[config.mk]
export PLATFORM = sky130hd
export DESIGN_NAME = gpio_input_conditioner
export DESIGN_NICKNAME = d
export VERILOG_FILES = /design/src/rtl/gpio_input_pkg.sv /design/src/rtl/debounce_channel.sv /design/src/rtl/gpio_input_conditioner.sv
export SDC_FILE = /design/constraint.sdc
export NUM_CORES = 1
export LEC_CHECK = 0
export ABC_AREA = 1
export BUFFER_PORTS_ARGS = -buffer_cell sky130_fd_sc_hd__buf_2
export CELL_PAD_IN_SITES_DETAIL_PLACEMENT = 2
export CELL_PAD_IN_SITES_GLOBAL_PLACEMENT = 2
export CORE_ASPECT_RATIO = 1.2
export CORE_MARGIN = 10
export CORE_UTILIZATION = 35
export CTS_BUF_LIST = sky130_fd_sc_hd__clkbuf_8
export DETAILED_ROUTE_END_ITERATION = 12
export PLACE_DENSITY = 0.82
export SLEW_MARGIN = 20
export SYNTH_ARGS = -nofsm -noshare
export SYNTH_HDL_FRONTEND = slang
export SYNTH_SLANG_ARGS = --single-unit
[constraint.sdc]
create_clock -name clk -period 2.2 [get_ports clk]
set_clock_uncertainty 0.2 [all_clocks]
set_input_delay 0.33 -clock clk [delete_from_list [all_inputs] [get_ports clk]]
set_output_delay 0.33 -clock clk [all_outputs]
set_load 0.02 [all_outputs]
[src/rtl/gpio_input_pkg.sv]
// Shared definitions for the GPIO input conditioner:
// event encodings and channel limits.
package gpio_input_pkg;

    localparam int MAX_CHANNELS = 16;

    typedef logic [1:0] evt_kind_t;

    localparam evt_kind_t EVT_NONE    = 2'b00;
    localparam evt_kind_t EVT_PRESS   = 2'b01;
    localparam evt_kind_t EVT_RELEASE = 2'b10;
    localparam evt_kind_t EVT_REPEAT  = 2'b11;

endpackage

[src/rtl/debounce_channel.sv]
// One input channel: two-flop synchroniser, debounce counter
// and optional auto-repeat counter, emitting event strobes.
module debounce_channel
    import gpio_input_pkg::*;
#(
    parameter int   STABLE_CYCLES = 40,
    parameter int   CNT_WIDTH     = 16,
    parameter logic INVERT        = 1'b0,
    parameter logic REPEAT_EN     = 1'b0,
    parameter int   REPEAT_DELAY  = 12500,
    parameter int   REPEAT_PERIOD = 2500
) (
    input  logic clk,
    input  logic reset_n,
    input  logic enable,
    input  logic btn,
    output logic debounced,
    output logic press,
    output logic rel,
    output logic rpt
);

    localparam logic [CNT_WIDTH-1:0] STABLE_LAST = CNT_WIDTH'(STABLE_CYCLES - 1);
    localparam logic [CNT_WIDTH-1:0] RPT_LAST    = CNT_WIDTH'(REPEAT_DELAY - 1);
    localparam logic [CNT_WIDTH-1:0] RPT_RELOAD  = CNT_WIDTH'(REPEAT_DELAY - REPEAT_PERIOD);

    logic                 s1;
    logic                 s2;
    logic                 sample;
    logic                 flip;
    logic [CNT_WIDTH-1:0] cnt;
    logic [CNT_WIDTH-1:0] rcnt;

    assign sample = s2 ^ INVERT;
    assign flip   = enable && (sample != debounced) && (cnt == STABLE_LAST);
    assign press  = flip && !debounced;
    assign rel    = flip && debounced;
    // A release on this cycle wins over a repeat that would coincide.
    assign rpt    = REPEAT_EN && enable && debounced && !flip && (rcnt == RPT_LAST);

    always_ff @(posedge clk) begin
        if (!reset_n) begin
            s1        <= INVERT;
            s2        <= INVERT;
            debounced <= 1'b0;
            cnt       <= '0;
            rcnt      <= '0;
        end else begin
            s1 <= btn;
            s2 <= s1;
            if (enable) begin
                if (sample == debounced) begin
                    cnt <= '0;
                end else if (flip) begin
                    cnt       <= '0;
                    debounced <= !debounced;
                end else begin
                    cnt <= cnt + 1'b1;
                end

                if (!REPEAT_EN || !debounced || flip) begin
                    rcnt <= '0;
                end else if (rpt) begin
                    rcnt <= RPT_RELOAD;
                end else begin
                    rcnt <= rcnt + 1'b1;
                end
            end
        end
    end

endmodule

[src/rtl/gpio_input_conditioner.sv]
// Multi-channel debounced GPIO inputs with a per-channel pending
// event store and a valid/ready event port.
module gpio_input_conditioner
    import gpio_input_pkg::*;
#(
    parameter int                  CHANNELS      = 4,
    parameter int                  STABLE_CYCLES = 40,
    parameter int                  CNT_WIDTH     = 16,
    parameter logic [CHANNELS-1:0] INVERT_MASK   = '0,
    parameter logic [CHANNELS-1:0] REPEAT_MASK   = '0,
    parameter int                  REPEAT_DELAY  = 12500,
    parameter int                  REPEAT_PERIOD = 2500
) (
    input  logic                clk,
    input  logic                reset_n,
    input  logic                enable,
    input  logic [CHANNELS-1:0] btn_i,
    output logic [CHANNELS-1:0] debounced_o,
    output logic                evt_valid,
    input  logic                evt_ready,
    output logic [3:0]          evt_channel,
    output logic [1:0]          evt_kind,
    output logic                overflow_o
);

    logic [CHANNELS-1:0] press;
    logic [CHANNELS-1:0] rel;
    logic [CHANNELS-1:0] rpt;
    logic [CHANNELS-1:0] pend_p;
    logic [CHANNELS-1:0] pend_r;
    logic [CHANNELS-1:0] pend_t;
    logic [CHANNELS-1:0] clr_p;
    logic [CHANNELS-1:0] clr_r;
    logic [CHANNELS-1:0] clr_t;
    logic [CHANNELS-1:0] keep_p;
    logic [CHANNELS-1:0] keep_r;
    logic [CHANNELS-1:0] keep_t;
    logic [CHANNELS-1:0] sel_oh;
    logic                sel_found;
    logic [3:0]          sel_ch;
    evt_kind_t           sel_kind;
    logic                take;
    logic                lost;

    for (genvar i = 0; i < CHANNELS; i++) begin : g_ch
        debounce_channel #(
            .STABLE_CYCLES (STABLE_CYCLES),
            .CNT_WIDTH     (CNT_WIDTH),
            .INVERT        (INVERT_MASK[i]),
            .REPEAT_EN     (REPEAT_MASK[i]),
            .REPEAT_DELAY  (REPEAT_DELAY),
            .REPEAT_PERIOD (REPEAT_PERIOD)
        ) u_ch (
            .clk       (clk),
            .reset_n   (reset_n),
            .enable    (enable),
            .btn       (btn_i[i]),
            .debounced (debounced_o[i]),
            .press     (press[i]),
            .rel       (rel[i]),
            .rpt       (rpt[i])
        );
    end

    assign take = !evt_valid || evt_ready;

    // Scan downward so the lowest pending channel is the last to win.
    always_comb begin
        sel_found = 1'b0;
        sel_ch    = '0;
        sel_kind  = EVT_NONE;
        sel_oh    = '0;
        for (int i = CHANNELS - 1; i >= 0; i--) begin
            if (pend_p[i] || pend_r[i] || pend_t[i]) begin
                sel_found = 1'b1;
                sel_ch    = 4'(i);
                sel_oh    = '0;
                sel_oh[i] = 1'b1;
                if (pend_p[i]) begin
                    sel_kind = EVT_PRESS;
                end else if (pend_r[i]) begin
                    sel_kind = EVT_RELEASE;
                end else begin
                    sel_kind = EVT_REPEAT;
                end
            end
        end
    end

    always_comb begin
        clr_p = '0;
        clr_r = '0;
        clr_t = '0;
        if (take && sel_found) begin
            unique case (sel_kind)
                EVT_PRESS:   clr_p = sel_oh;
                EVT_RELEASE: clr_r = sel_oh;
                EVT_REPEAT:  clr_t = sel_oh;
                default:     clr_p = '0;
            endcase
        end
    end

    assign keep_p = pend_p & ~clr_p;
    assign keep_r = pend_r & ~clr_r;
    assign keep_t = pend_t & ~clr_t;
    assign lost   = |((keep_p & press) | (keep_r & rel) | (keep_t & rpt));

    always_ff @(posedge clk) begin
        if (!reset_n) begin
            pend_p      <= '0;
            pend_r      <= '0;
            pend_t      <= '0;
            evt_valid   <= 1'b0;
            evt_channel <= '0;
            evt_kind    <= EVT_NONE;
            overflow_o  <= 1'b0;
        end else begin
            pend_p <= keep_p | press;
            pend_r <= keep_r | rel;
            pend_t <= keep_t | rpt;
            if (lost) begin
                overflow_o <= 1'b1;
            end
            if (take) begin
                evt_valid <= sel_found;
                if (sel_found) begin
                    evt_channel <= sel_ch;
                    evt_kind    <= sel_kind;
                end
            end
        end
    end

endmodule
==> flow_summary.toml <==
[status]
status = "complete, no violations"

[floorplanning]
die_h_um = 150
io_pins = 20
initial_core_util_pct = 35.8
die_w_um = 129
rows = 47
dieArea_um2 = 19300
core_um2 = 13800

[drt]
drtPass1Iterations = 4
vias = 4962
drt-total-wl_um = 16000
drc = 0
drt_iter0_drc = 224
ant_nets = 0
viasPerCell = 5.34
avgRoutedWirePerCell_um = 17.3

[final_layout]
fin_nets = 766
drive_gt1_share_pct = 15.9
layout_common_cells = "nand2_1 (169), inv_1 (89), dfxtp_1 (86), a21oi_1 (65), nor2_1 (58)"
final_common_cell = "nand2_1"
area_growth_pct = 14.7
fillers = 1663
n_antenna_cell = 0
final-seq-area_um2 = 1890
multi_input_area_um2 = 2630

[grt]
antenna_found_initial = 0
gr-total-overflow = 0
grt_start_max_net_pins = 62
track_usage_pct = 16.8
grt_pass1_vias = 5518
grt_pass1_wl_um = 26800

[synth]
synthArstFlopShare_pct = 0
ys_ff_latch = 94
syn_area_per_cell_um2 = 6.79
synth_edf_count = 0
ys_types = 37
yosys_warnings = 0
postSynthCellCount = 729
syn_area_um2 = 4950
ys_seq_area_share_pct = 38.0
synthFlopType = "dfxtp_1"

[sta]
final_hold_viol_count = 0
clock.fmax_mhz = 484
min_period_ns = 2.07
rsz0062_at_grt = "yes"
hold_ws_ns = 0.148
fin_ws_ns = 0.134
setup_viol = 0
min_period_over_period_pct = 93.9
finalMaxSlewViolations = 0

[clocking]
root_buffer = "clkbuf_8"
tritoncts = "built"
htreeDepth = 3
clock-sinks = 94
clockBufferDepth = 2
cts_buffers = 9
clk_pin_slew_ns = 0.09
clk_latency_ns = 0.39

[run]
maxCapViolations = 0

[placement]
place_congestion = 0.798
hpwl_um = 11100
io_buffers = 17
pre_cts_ws_ns = 0.0928

[critical_path]
arrival_ns = 2.14
start_kind = "register"
crit_path_end = "g_ch[2].u_ch.cnt[12]$_SDFFE_PN0P_"
crit_path_end_kind = "register"
r2r_setup_slack_ns = 0.13
timing.critical_path.cells = "ha_1, nand2_1, inv_2, nand2_1, nor2_1, nand2_1, nor2_2, nand3_2, nor2_4, nand2_2, o21ai_0, a21oi_2"
r2r_cells = 12
reg2reg_from = "g_ch[2].u_ch.cnt[0]$_SDFFE_PN0P_"
worstPathMaxFanout = 4
crit_type = "reg -> reg"
cp_common_cell = "nand2_1"
critPathMaxStageDelay_ns = 0.36
crit_start = "g_ch[2].u_ch.cnt[0]$_SDFFE_PN0P_"
cp.required_ns = 2.28
r2r-end = "g_ch[2].u_ch.cnt[12]$_SDFFE_PN0P_"
cpMaxStageDelayCell = "dfxtp_2"

[pwr]
power.density_nw_per_um2 = 569
p_leak_nw = 1.94
ir_worst_vdd_uv = 280

[min_path]
hold_class = "in -> reg"
## power by group
group          total [mW]  internal [mW]  switching, mW
Sequential           1.72           1.71        0.00520
Combinational       0.142         0.0438         0.0978
Clock                1.37          0.729          0.643
Total                3.23           2.48          0.746
## cell type report
class | instances | area share (%)
well taps | 171 | 3.77
clock buffers | 12 | 2.91
repair buffers | 41 | 5.51
flip-flops and latches | 94 | 33.3
inverters | 101 | 6.81
multi-input cells | 506 | 46.3
repair inverters | 1 | 0.132
clock inverters | 4 | 1.21
## worst min-delay path by stage
stage / slack [ns] / cells past startpoint / to / from
detailed placement: 0.20 / 2 / g_ch[2].u_ch.s2$_SDFF_PN0_ / g_ch[2].u_ch.s1$_SDFF_PN0_
finish: 0.15 / 4 / evt_channel[1]$_SDFFE_PN0P_ / evt_ready
floorplan: 0.19 / 2 / g_ch[2].u_ch.s2$_SDFF_PN0_ / g_ch[2].u_ch.s1$_SDFF_PN0_
global placement: 0.20 / 2 / g_ch[2].u_ch.s2$_SDFF_PN0_ / g_ch[2].u_ch.s1$_SDFF_PN0_
global route: 0.16 / 3 / g_ch[1].u_ch.s1$_SDFF_PN0_ / reset_n
CTS: 0.13 / 4 / evt_channel[1]$_SDFFE_PN0P_ / evt_ready
## registers in the layout (all words and copies together), names as in the netlist, 2 cells and up
| name | flops |
|---|---|
| g_ch.u_ch.debounced | 4 |
| g_ch.u_ch.cnt | 64 |
| pend_t | 4 |
| pend_r | 4 |
| evt_kind | 2 |
| pend_p | 4 |
| evt_channel | 2 |
| g_ch.u_ch.s2 | 4 |
| g_ch.u_ch.s1 | 4 |
## what timing repair did
action / 4_1_cts / 5_1_grt
gates resized for setup: 0 / 35
setup buffers: 0 / 6
hold buffers: 4 / 0
endpoints found under the hold margin: 4 / 0
setup endpoints to repair: 0 / 35
## Yosys cell counts (4+ instances only)
library cell | instances | share of area [%]
nand2_1 | 175 | 13
dfxtp_1 | 94 | 38
inv_1 | 91 | 6.9
a21oi_1 | 66 | 6.7
nor2_1 | 60 | 4.5
nand3_1 | 52 | 5.3
o21ai_0 | 41 | 4.1
nand4_1 | 19 | 2.4
clkbuf_1 | 16 | 1.2
a221oi_1 | 15 | 2.7
nor2_2 | 15 | 1.9
a211oi_1 | 10 | 1.5
inv_2 | 8 | 0.61
o21ai_1 | 8 | 0.81
buf_4 | 7 | 1.1
buf_2 | 5 | 0.51
xor2_1 | 5 | 0.88
a31oi_1 | 4 | 0.51
ha_1 | 4 | 1.0
nand2_2 | 4 | 0.51
nor2_4 | 4 | 0.91
## cell families (layout without fill, tap and decap cells)
group | Yosys count | count (layout) | share of synthesized area, %
xor+xnor | 5 | 5 | 0.884
other cells | 1 | 2 | 0.0757
simple gates | 344 | 344 | 31.7
buf+inv | 130 | 159 | 10.7
flops | 94 | 94 | 38.0
compound gates | 151 | 151 | 17.6
fa+ha+maj | 4 | 4 | 1.01
## worst max-delay path, delay by kind of cell, from the launching register on
kind | cells | cell delay, ns
compound gates | 2 | 0.31
fa+ha+maj | 1 | 0.17
buf+inv | 1 | 0.06
flops | 1 | 0.36
simple gates | 8 | 0.87
## metal layers
layer / vias up / track usage, % / share of wire, %
li1: 2450 / - / -
met1: 2450 / 19.2 / 44
met2: 43 / 30.9 / 53
met3: 19 / 2.15 / 1.7
met4: 0 / 6.13 / 1.8
met5: - / 0 / 0
## stage by stage
stage	TNS [ns]	instances	power [mW]	instance area (um2)	util, %
finish	0	930	3.23	5680	41.1
floorplan	0	730	1.83	4960	-
global route	-0.100	930	3.35	5680	41.1
detailed placement	0	903	1.89	5250	38.0
CTS	0	923	3.26	5520	39.9
global placement	0	903	1.88	5250	38.0
Note: power is estimated with default switching activity, not from simulation.
